## src/rtl/id_ex_hazard.sv

```systemverilog
// id_ex_hazard: ID/EX pipeline register with load-use hazard detection.
// Captures ID operands, register addresses and control for EX and the
// forwarding unit; inserts one bubble per load-use dependency and squashes
// on branch flush.
// Optional: define HAZARD_BUBBLE_COUNTER_EN to count load-use bubbles on
// contador_bolhas (otherwise the output is tied to zero).
//
// state | meaning
// ------+-----------------------------------------------------------------
// RUN   | normal flow; stall_ID follows the load-use detector
// BOLHA | a load-use bubble was just loaded; detector ignored this cycle
module id_ex_hazard #(
  parameter int DATA_W     = 32,
  parameter int REG_ADDR_W = 5,
  parameter int ALUOP_W    = 4
) (
  input  logic                  clk,
  input  logic                  rst_n,
  input  logic [REG_ADDR_W-1:0] rs1_ID,
  input  logic [REG_ADDR_W-1:0] rs2_ID,
  input  logic [REG_ADDR_W-1:0] rd_ID,
  input  logic [DATA_W-1:0]     dado1_ID,
  input  logic [DATA_W-1:0]     dado2_ID,
  input  logic [DATA_W-1:0]     imm_ID,
  input  logic [DATA_W-1:0]     pc_ID,
  input  logic                  valid_ID,
  input  logic                  RegWrite_ID,
  input  logic                  MemRead_ID,
  input  logic                  MemWrite_ID,
  input  logic                  MemtoReg_ID,
  input  logic                  ALUSrc_ID,
  input  logic [ALUOP_W-1:0]    ALUOp_ID,
  input  logic                  hold,
  input  logic                  flush,
  output logic [REG_ADDR_W-1:0] entrada1EX,
  output logic [REG_ADDR_W-1:0] entrada2EX,
  output logic [REG_ADDR_W-1:0] rd_EX,
  output logic [DATA_W-1:0]     dado1_EX,
  output logic [DATA_W-1:0]     dado2_EX,
  output logic [DATA_W-1:0]     imm_EX,
  output logic [DATA_W-1:0]     pc_EX,
  output logic                  valid_EX,
  output logic                  RegWrite_EX,
  output logic                  MemRead_EX,
  output logic                  MemWrite_EX,
  output logic                  MemtoReg_EX,
  output logic                  ALUSrc_EX,
  output logic [ALUOP_W-1:0]    ALUOp_EX,
  output logic                  stall_ID,
  output logic [31:0]           contador_bolhas
);

  typedef enum logic {RUN = 1'b0, BOLHA = 1'b1} state_t;

  state_t state;
  logic   haz;
  logic   load_bubble;

  // Conservative: rs2 matches even when the ID instruction does not read it.
  assign haz = valid_EX & MemRead_EX & (rd_EX != '0) & valid_ID &
               ((rd_EX == rs1_ID) | (rd_EX == rs2_ID));

  assign stall_ID    = (state == RUN) & haz & ~flush;
  assign load_bubble = flush | stall_ID;

  // Pipeline register and FSM; hold freezes everything, bubble is all-zero.
  always_ff @(posedge clk or negedge rst_n) begin
    if (!rst_n) begin
      state       <= RUN;
      entrada1EX  <= '0;
      entrada2EX  <= '0;
      rd_EX       <= '0;
      dado1_EX    <= '0;
      dado2_EX    <= '0;
      imm_EX      <= '0;
      pc_EX       <= '0;
      valid_EX    <= 1'b0;
      RegWrite_EX <= 1'b0;
      MemRead_EX  <= 1'b0;
      MemWrite_EX <= 1'b0;
      MemtoReg_EX <= 1'b0;
      ALUSrc_EX   <= 1'b0;
      ALUOp_EX    <= '0;
    end else if (!hold) begin
      // flush forces stall_ID low, so a flush always lands back in RUN
      state <= stall_ID ? BOLHA : RUN;
      if (load_bubble) begin
        entrada1EX  <= '0;
        entrada2EX  <= '0;
        rd_EX       <= '0;
        dado1_EX    <= '0;
        dado2_EX    <= '0;
        imm_EX      <= '0;
        pc_EX       <= '0;
        valid_EX    <= 1'b0;
        RegWrite_EX <= 1'b0;
        MemRead_EX  <= 1'b0;
        MemWrite_EX <= 1'b0;
        MemtoReg_EX <= 1'b0;
        ALUSrc_EX   <= 1'b0;
        ALUOp_EX    <= '0;
      end else begin
        entrada1EX  <= rs1_ID;
        entrada2EX  <= rs2_ID;
        rd_EX       <= rd_ID;
        dado1_EX    <= dado1_ID;
        dado2_EX    <= dado2_ID;
        imm_EX      <= imm_ID;
        pc_EX       <= pc_ID;
        valid_EX    <= valid_ID;
        RegWrite_EX <= valid_ID & RegWrite_ID;
        MemRead_EX  <= valid_ID & MemRead_ID;
        MemWrite_EX <= valid_ID & MemWrite_ID;
        MemtoReg_EX <= valid_ID & MemtoReg_ID;
        ALUSrc_EX   <= valid_ID & ALUSrc_ID;
        ALUOp_EX    <= valid_ID ? ALUOp_ID : '0;
      end
    end
  end

`ifdef HAZARD_BUBBLE_COUNTER_EN
  logic [31:0] bub_cnt;

  // Count only load-use bubbles, saturating at all-ones.
  always_ff @(posedge clk or negedge rst_n) begin
    if (!rst_n) begin
      bub_cnt <= '0;
    end else if (!hold && stall_ID && (bub_cnt != 32'hFFFF_FFFF)) begin
      bub_cnt <= bub_cnt + 32'd1;
    end
  end

  assign contador_bolhas = bub_cnt;
`else
  assign contador_bolhas = 32'd0;
`endif

endmodule

```

## config.mk

```make
export PLATFORM = sky130hd
export DESIGN_NAME = id_ex_hazard
export DESIGN_NICKNAME = d
export VERILOG_FILES = /design/src/rtl/id_ex_hazard.sv
export SDC_FILE = /design/constraint.sdc
export NUM_CORES = 1
export LEC_CHECK = 0
export ABC_CLOCK_PERIOD_IN_PS = 2500
export CORE_MARGIN = 4
export CORE_UTILIZATION = 30
export CTS_CLUSTER_DIAMETER = 60
export CTS_CLUSTER_SIZE = 40
export DETAILED_ROUTE_END_ITERATION = 7
export HOLD_SLACK_MARGIN = 0.15
export PLACE_DENSITY = 0.7
export SYNTH_ARGS = -nofsm -noshare
export SYNTH_HDL_FRONTEND = slang
export SYNTH_SLANG_ARGS = --single-unit
```

## constraint.sdc

```tcl
create_clock -name clk -period 2.5 [get_ports clk]
set_clock_uncertainty 0.2 [all_clocks]
set_input_delay 0.5 -clock clk [delete_from_list [all_inputs] [get_ports clk]]
set_output_delay 0.5 -clock clk [all_outputs]
set_load 0.01 [all_outputs]
```

==> results.sh, run 1 <==
export IMPL_path_clk_slew_ns=0.07
export IMPL_netlist_area_um2=8160
export IMPL_h_tree_depth=4
export IMPL_use_met3_pct=5.88
export IMPL_cts_sinks=154
export IMPL_slew_headroom_pct=38.5
export IMPL_yosys_area_top_type="dfrtp_1"
export IMPL_antenna_left=0
export IMPL_coreArea_um2=26900
export IMPL_rsz0062_at_grt="true"
export IMPL_peakVddDrop_mv=0.429
export IMPL_die_area_um2=29900
export IMPL_tightest_slew_ns=0.923
export IMPL_die_y_um=173
export IMPL_wl_um=25300
export IMPL_cp_start_kind="input pin"
export IMPL_grt_use_met1_pct=20.4
export IMPL_swShare_pct=28.7
export IMPL_insertion_delay_ns=0.41
export IMPL_critPathLaunch="valid_ID"
export IMPL_numPortBuffers=310
export IMPL_crit_fanout=3
export IMPL_overflow=0
export IMPL_drive_gt1_share_pct=7.69
export IMPL_r2r_cells=6
export IMPL_tns_ns=-0.0496
export IMPL_crit_path_end="stall_ID"
export IMPL_ys_types=26
export IMPL_synth_area_leaders="dfrtp_1 (47%), a22o_1 (14%), a21o_1 (12%)"
export IMPL_syn_avg_cell_area_um2=10.8
export IMPL_finalInstanceArea_um2=12300
export IMPL_pin_count=343
export IMPL_fin_crit_ns=2.55
export IMPL_timing_rr_end="dado2_EX[25]$_DFFE_PN0N_"
export IMPL_placementRows=60
export IMPL_hold_viol=0
export IMPL_violations="setup timing"
export IMPL_cp_end_kind="output port"
export IMPL_wl_per_cell_um=18.1
export IMPL_synth_edff_count=0
export IMPL_arrival_ns=1.85
export IMPL_cap_violations=0
export IMPL_synthToLayoutAreaGrowth_pct=50.3
export IMPL_r2r_start="rd_EX[3]$_DFFE_PN0N_"
export IMPL_clockBufferDepth=2
export IMPL_grt_busiest_layer="met2"
export IMPL_start_util_pct=30.4
export IMPL_final_net_count=1198
export IMPL_placed_cell_area_um2=11600
export IMPL_yosysWarnings=0
export IMPL_place_gp_congestion=0.816
export IMPL_drt_iter0_drc=427
export IMPL_yosys_area_top_type_share_pct=47.2
export IMPL_final_setup_viol_count=1
export IMPL_grtUsageTotal_pct=16.2
export IMPL_first_pass_iters=4
export IMPL_regArea_um2=3850
export IMPL_fmax_mhz=392
export IMPL_finalNonFillerCells=1396
export IMPL_first_global_vias=7099
export IMPL_crit_required_ns=1.80
export IMPL_crit_type="in -> out"
export IMPL_nFillCells=2490
export IMPL_crit_path_cell_trace="clkdlybuf4s50_1 > and4b_1 > o21ai_4 > or2_2 > nor2_4 > buf_2"
export IMPL_cts_tree="built"
export IMPL_viasPerCell=5.08
export IMPL_placed_cells=1362
export IMPL_grt_max_degree=135
export IMPL_antenna_found_initial=1
export IMPL_ys_seq_elements=154
export IMPL_multi_input_area_um2=3840
export IMPL_status="complete, but fails checks"
export IMPL_met2_usage_pct=26.2
export IMPL_hold_depth=3
export IMPL_root_buffer="clkbuf_16"
export IMPL_cpPeakStageDelay_ns=0.49
export IMPL_dpl_hpwl_um=16600
export IMPL_p_sw_w=0.00225
export IMPL_finalPower_w=0.00783
export IMPL_syn_inst=755
export IMPL_r2r_slack_ns=0
export IMPL_grt_pass1_wl_um=40200
export IMPL_die_width_um=173
export IMPL_async_flop_share_pct=100
export IMPL_p_per_area_nw_per_um2=638
export IMPL_drc=0
export IMPL_numCtsBuffers=17
export IMPL_drv_slew=0
export IMPL_pwr_share_seq_pct=38.2
export IMPL_vias=7090
export IMPL_power_clock_fraction_pct=34.0
export IMPL_yosysSeqAreaShare_pct=47.2
export IMPL_pwr_share_comb_pct=27.8
export IMPL_synth_main_ff_cell="dfrtp_1"
export IMPL_p_leak_nw=5.63
export IMPL_setup_ws_ns=-0.0496
export IMPL_slowest_stage="clkdlybuf4s50_1"
export IMPL_period_share_pct=102
export IMPL_hold_class="in -> reg"
export IMPL_p_int_w=0.00558
==> critical path: cells and delay by family <==
| kind | cells | cell delay [ns] |
|---|---|---|
| AND/OR/NAND/NOR | 3 | 0.66 |
| AO/OA/AOI/OAI | 1 | 0.07 |
| buffers and inverters | 2 | 0.63 |
==> power groups by stage <==
stage          logic (W)  registers, W  clock network, W
2_1_floorplan   0.000843       0.00318                 0
3_3_place_gp     0.00217       0.00302                 0
3_5_place_dp     0.00218       0.00303                 0
4_1_cts          0.00220       0.00299           0.00276
5_1_grt          0.00233       0.00303           0.00287
6_report         0.00217       0.00299           0.00266
==> flip-flops by register name, summed over array words and instances, names as in the netlist, 4 cells and up <==
register	cells
dado2_EX	32
pc_EX	32
ALUOp_EX	4
rd_EX	5
dado1_EX	32
imm_EX	32
entrada1EX	5
entrada2EX	5
==> metrics by stage <==
stage	util [%]	hold WS [ns]	setup slack, ns
2_1_floorplan	-	0.00441	0.183
3_3_place_gp	43.3	0.273	-0.499
3_5_place_dp	43.3	0.269	-0.502
4_1_cts	45.6	0.197	-0.0457
5_1_grt	45.6	0.219	-0.106
6_report	45.6	0.228	-0.0496
==> cell families after synthesis <==
group,share of synthesized area [%]
AO/OA/AOI/OAI,30.2
flip-flops,47.2
AND/OR/NAND/NOR,13.9
buffers and inverters,7.54
other,0.0459
XOR/XNOR,1.07
==> area by class of cell <==
| type | count | share of cell area [%] |
|---|---|---|
| flip-flops and latches | 154 | 31.4 |
| multi-input cells | 516 | 31.3 |
| repair buffers | 352 | 29.0 |
| clock buffers | 18 | 3.50 |
| clock inverters | 14 | 1.34 |
| diodes | 1 | 0.0204 |
| well taps | 341 | 3.48 |
==> per-layer routing <==
layer | wire length (um) | share of wire, %
met1 | 10900 | 43
met2 | 12000 | 47
met3 | 1850 | 7.3
met4 | 630 | 2.5
met5 | 0 | 0
==> how the worst min path moves through the flow <==
stage | to | slack (ns) | start
final | state$_DFFE_PN0N_ | 0.23 | flush
after global routing | state$_DFFE_PN0N_ | 0.22 | flush
after CTS | state$_DFFE_PN0N_ | 0.20 | flush
after detailed placement | state$_DFFE_PN0N_ | 0.27 | state$_DFFE_PN0N_
after global placement | state$_DFFE_PN0N_ | 0.27 | state$_DFFE_PN0N_
after floorplan | ALUOp_EX[0]$_DFFE_PN0N_ | 0.004 | rst_n
==> synth_stat cells (4+ instances only) <==
cell,count
a21o_1,133
dfrtp_1,154
clkbuf_1,60
nor3b_1,133
a32oi_1,19
xnor2_1,10
a22o_1,133
buf_4,35
buf_6,4
buf_2,15
o21ai_0,18
nand2_1,23
==> cell usage in the layout, fill, tap and decap left out, types with 2 or more instances in the layout <==
cell type        netlist  routed
nand3_1                2       2
nand2_1               23      23
inv_8                  0       3
o21ai_0               18      18
xnor2_1               10      10
a32oi_1               19      19
a22o_1               133     133
conb_1                 1      32
clkinv_4               0       4
dfrtp_1              154     154
nor3b_1              133     133
a21o_1               133     133
clkbuf_16              0      17
inv_6                  0       2
buf_12                 0      10
clkdlybuf4s50_1        0     306
bufinv_16              0       2
o21ai_1                2       2
clkinv_2               0       2
buf_4                 35      31
==> repair_timing <==
action                                 in CTS  in global routing
pin swaps                                   1                  1
hold buffers                                1                  0
gates resized for setup                    12                  0
endpoints found under the hold margin      43                  0
setup endpoints to repair                 118                118
setup buffers                               0                  0
No activity file was read; power rests on OpenSTA's default activity.
==> inputs of run 2 (changes only) <==
Settings changed: HOLD_SLACK_MARGIN 0.15 to 0.02.
==> results of run 2 <==
No change in the layout: final DEF, timing and power equal those of run 1.
==> inputs of run 3 (changes only) <==
Settings changed: CORE_UTILIZATION 30 to 43, HOLD_SLACK_MARGIN 0.02 to 0.15, PLACE_DENSITY 0.7 to 0.91.
==> run 3 against run 2 <==
Effect of this change: the run now ends clean; sequential power is essentially flat; hold slack gained 0.0068 ns; total power grew 0.80%; die area shrank 29%; register-to-register slack gained 0.16 ns; non-clock buffer count grew 1; count of clock-buffer cells in the layout grew 1; global-route usage grew 6.2 points; clock power grew 3%; flip-flop and latch count is the same; critical endpoint unchanged; highest routed layer unchanged.
==> results.sh, run 3 (synthesized netlist as in run 1, its figures left out) <==
export IMPL_placementRows=50
export IMPL_r2r_start="rd_EX[3]$_DFFE_PN0N_"
export IMPL_crit_required_ns=1.80
export IMPL_cts_sinks=154
export IMPL_drv_slew=0
export IMPL_h_tree_depth=4
export IMPL_first_pass_iters=4
export IMPL_clockBufferDepth=2
export IMPL_hold_viol=0
export IMPL_antenna_found_initial=1
export IMPL_final_net_count=1199
export IMPL_die_y_um=146
export IMPL_place_gp_congestion=0.884
export IMPL_wl_per_cell_um=19.2
export IMPL_peakVddDrop_mv=0.438
export IMPL_cp_end_kind="output port"
export IMPL_root_buffer="clkbuf_16"
export IMPL_p_leak_nw=5.62
export IMPL_antenna_left=0
export IMPL_p_per_area_nw_per_um2=652
export IMPL_drive_gt1_share_pct=7.78
export IMPL_fmax_mhz=401
export IMPL_cp_start_kind="register"
export IMPL_critPathLaunch="rd_EX[3]$_DFFE_PN0N_"
export IMPL_synthToLayoutAreaGrowth_pct=48.2
export IMPL_coreArea_um2=18700
export IMPL_final_setup_viol_count=0
export IMPL_status="complete, no violations"
export IMPL_crit_fanout=2
export IMPL_overflow=0
export IMPL_arrival_ns=1.79
export IMPL_crit_type="reg -> out"
export IMPL_numCtsBuffers=17
export IMPL_path_clk_slew_ns=0.06
export IMPL_hold_start="flush"
export IMPL_fin_crit_ns=2.49
export IMPL_grtUsageTotal_pct=22.5
export IMPL_tns_ns=0
export IMPL_nFillCells=1488
export IMPL_grt_pass1_wl_um=39100
export IMPL_pin_count=343
export IMPL_finalPower_w=0.00789
export IMPL_insertion_delay_ns=0.41
export IMPL_slew_headroom_pct=48.4
export IMPL_period_share_pct=99.8
export IMPL_r2r_slack_ns=0.16
export IMPL_mostFrequentLayoutCells="clkdlybuf4s50_1 (306), dfrtp_1 (154), nor3b_1 (133), a22o_1 (133), a21o_1 (133)"
export IMPL_die_width_um=146
export IMPL_hold_class="in -> reg"
export IMPL_first_global_vias=7383
export IMPL_dpl_hpwl_um=16900
export IMPL_numPortBuffers=310
export IMPL_drt_iter0_drc=441
export IMPL_vias=7199
export IMPL_wl_um=24700
export IMPL_start_util_pct=43.6
export IMPL_viasPerCell=5.58
export IMPL_rsz0062_at_grt="true"
export IMPL_drc=0
export IMPL_cap_violations=0
export IMPL_die_area_um2=21200
export IMPL_grt_max_degree=100
export IMPL_cts_tree="built"
export IMPL_layout_cells_most_common="clkdlybuf4s50_1"
export IMPL_tightest_slew_ns=0.774
[run 3: cell count changes in the layout (fill, tap and decap cells not counted), moves of 2 or more]
| cell | change |
|---|---|
| buf_4 | +6 |
| clkinv_4 | -2 |
| clkbuf_8 | +2 |
| buf_12 | -5 |
| clkinv_2 | -2 |
| inv_8 | -3 |
| clkinvlp_4 | +3 |
[run 3: final cells by class]
type	count	area [um2]	area share, %
flip-flops and latches	154	3850	31.9
multi-input cells	516	3840	31.7
repair buffers	353	3490	28.9
clock buffers	19	453	3.74
well taps	234	293	2.42
clock inverters	12	164	1.35
diodes	1	2.50	0.0207
[run 3: where the power goes]
| part | internal [W] | total (W) | switching [W] |
|---|---|---|---|
| sequential | 0.00281 | 0.00299 | 0.000184 |
| combinational | 0.00126 | 0.00217 | 0.000914 |
| clock | 0.00163 | 0.00273 | 0.00109 |
| total | 0.00570 | 0.00789 | 0.00219 |
[run 3: critical path, stage by stage, from the launching register on]
cell	delay, ns
dfrtp_1	0.38
or4_4	0.56
o21ai_4	0.14
or2_4	0.14
nor2_1	0.03
buf_2	0.14
[run 3: path summary, 6_finish.rpt]
path	depth (start not counted)	endpoint
worst max-delay path	5	stall_ID
worst min-delay path	3	state$_DFFE_PN0N_
worst max register to register	7	imm_EX[17]$_DFFE_PN0N_
worst min register to register	2	MemWrite_EX$_DFFE_PN0N_
max in group asynchronous	3	dado2_EX[1]$_DFFE_PN0N_
min in group asynchronous	2	dado1_EX[23]$_DFFE_PN0N_
[run 3: timing repair]
item                       in CTS  in global routing
resized for setup               6                  2
pin swaps                       4                  3
hold endpoints to repair       56                  0
hold buffers                    1                  0
setup endpoints to repair       1                 59
cloned                          0                  0
buffers inserted                2                  0
[run 3: per-layer routing]
layer	vias up	routed length (um)	GRT usage (%)
li1	3358	-	-
met1	3505	9870	26.5
met2	282	12000	37.0
met3	54	1930	7.94
met4	0	880	9.83
met5	-	0	0
[run 3: through the flow]
step / util [%] / hold slack [ns] / setup slack [ns] / area [um2] / cells
final: 64.7 / 0.235 / 0.00540 / 12100 / 1289
after global routing: 64.7 / 0.227 / -0.0725 / 12100 / 1289
after CTS: 64.6 / 0.210 / -0.0394 / 12100 / 1288
after detailed placement: 61.2 / 0.283 / -0.438 / 11400 / 1254
after global placement: 61.2 / 0.264 / -0.406 / 11400 / 1254
after floorplan: - / 0.00441 / 0.183 / 8280 / 786
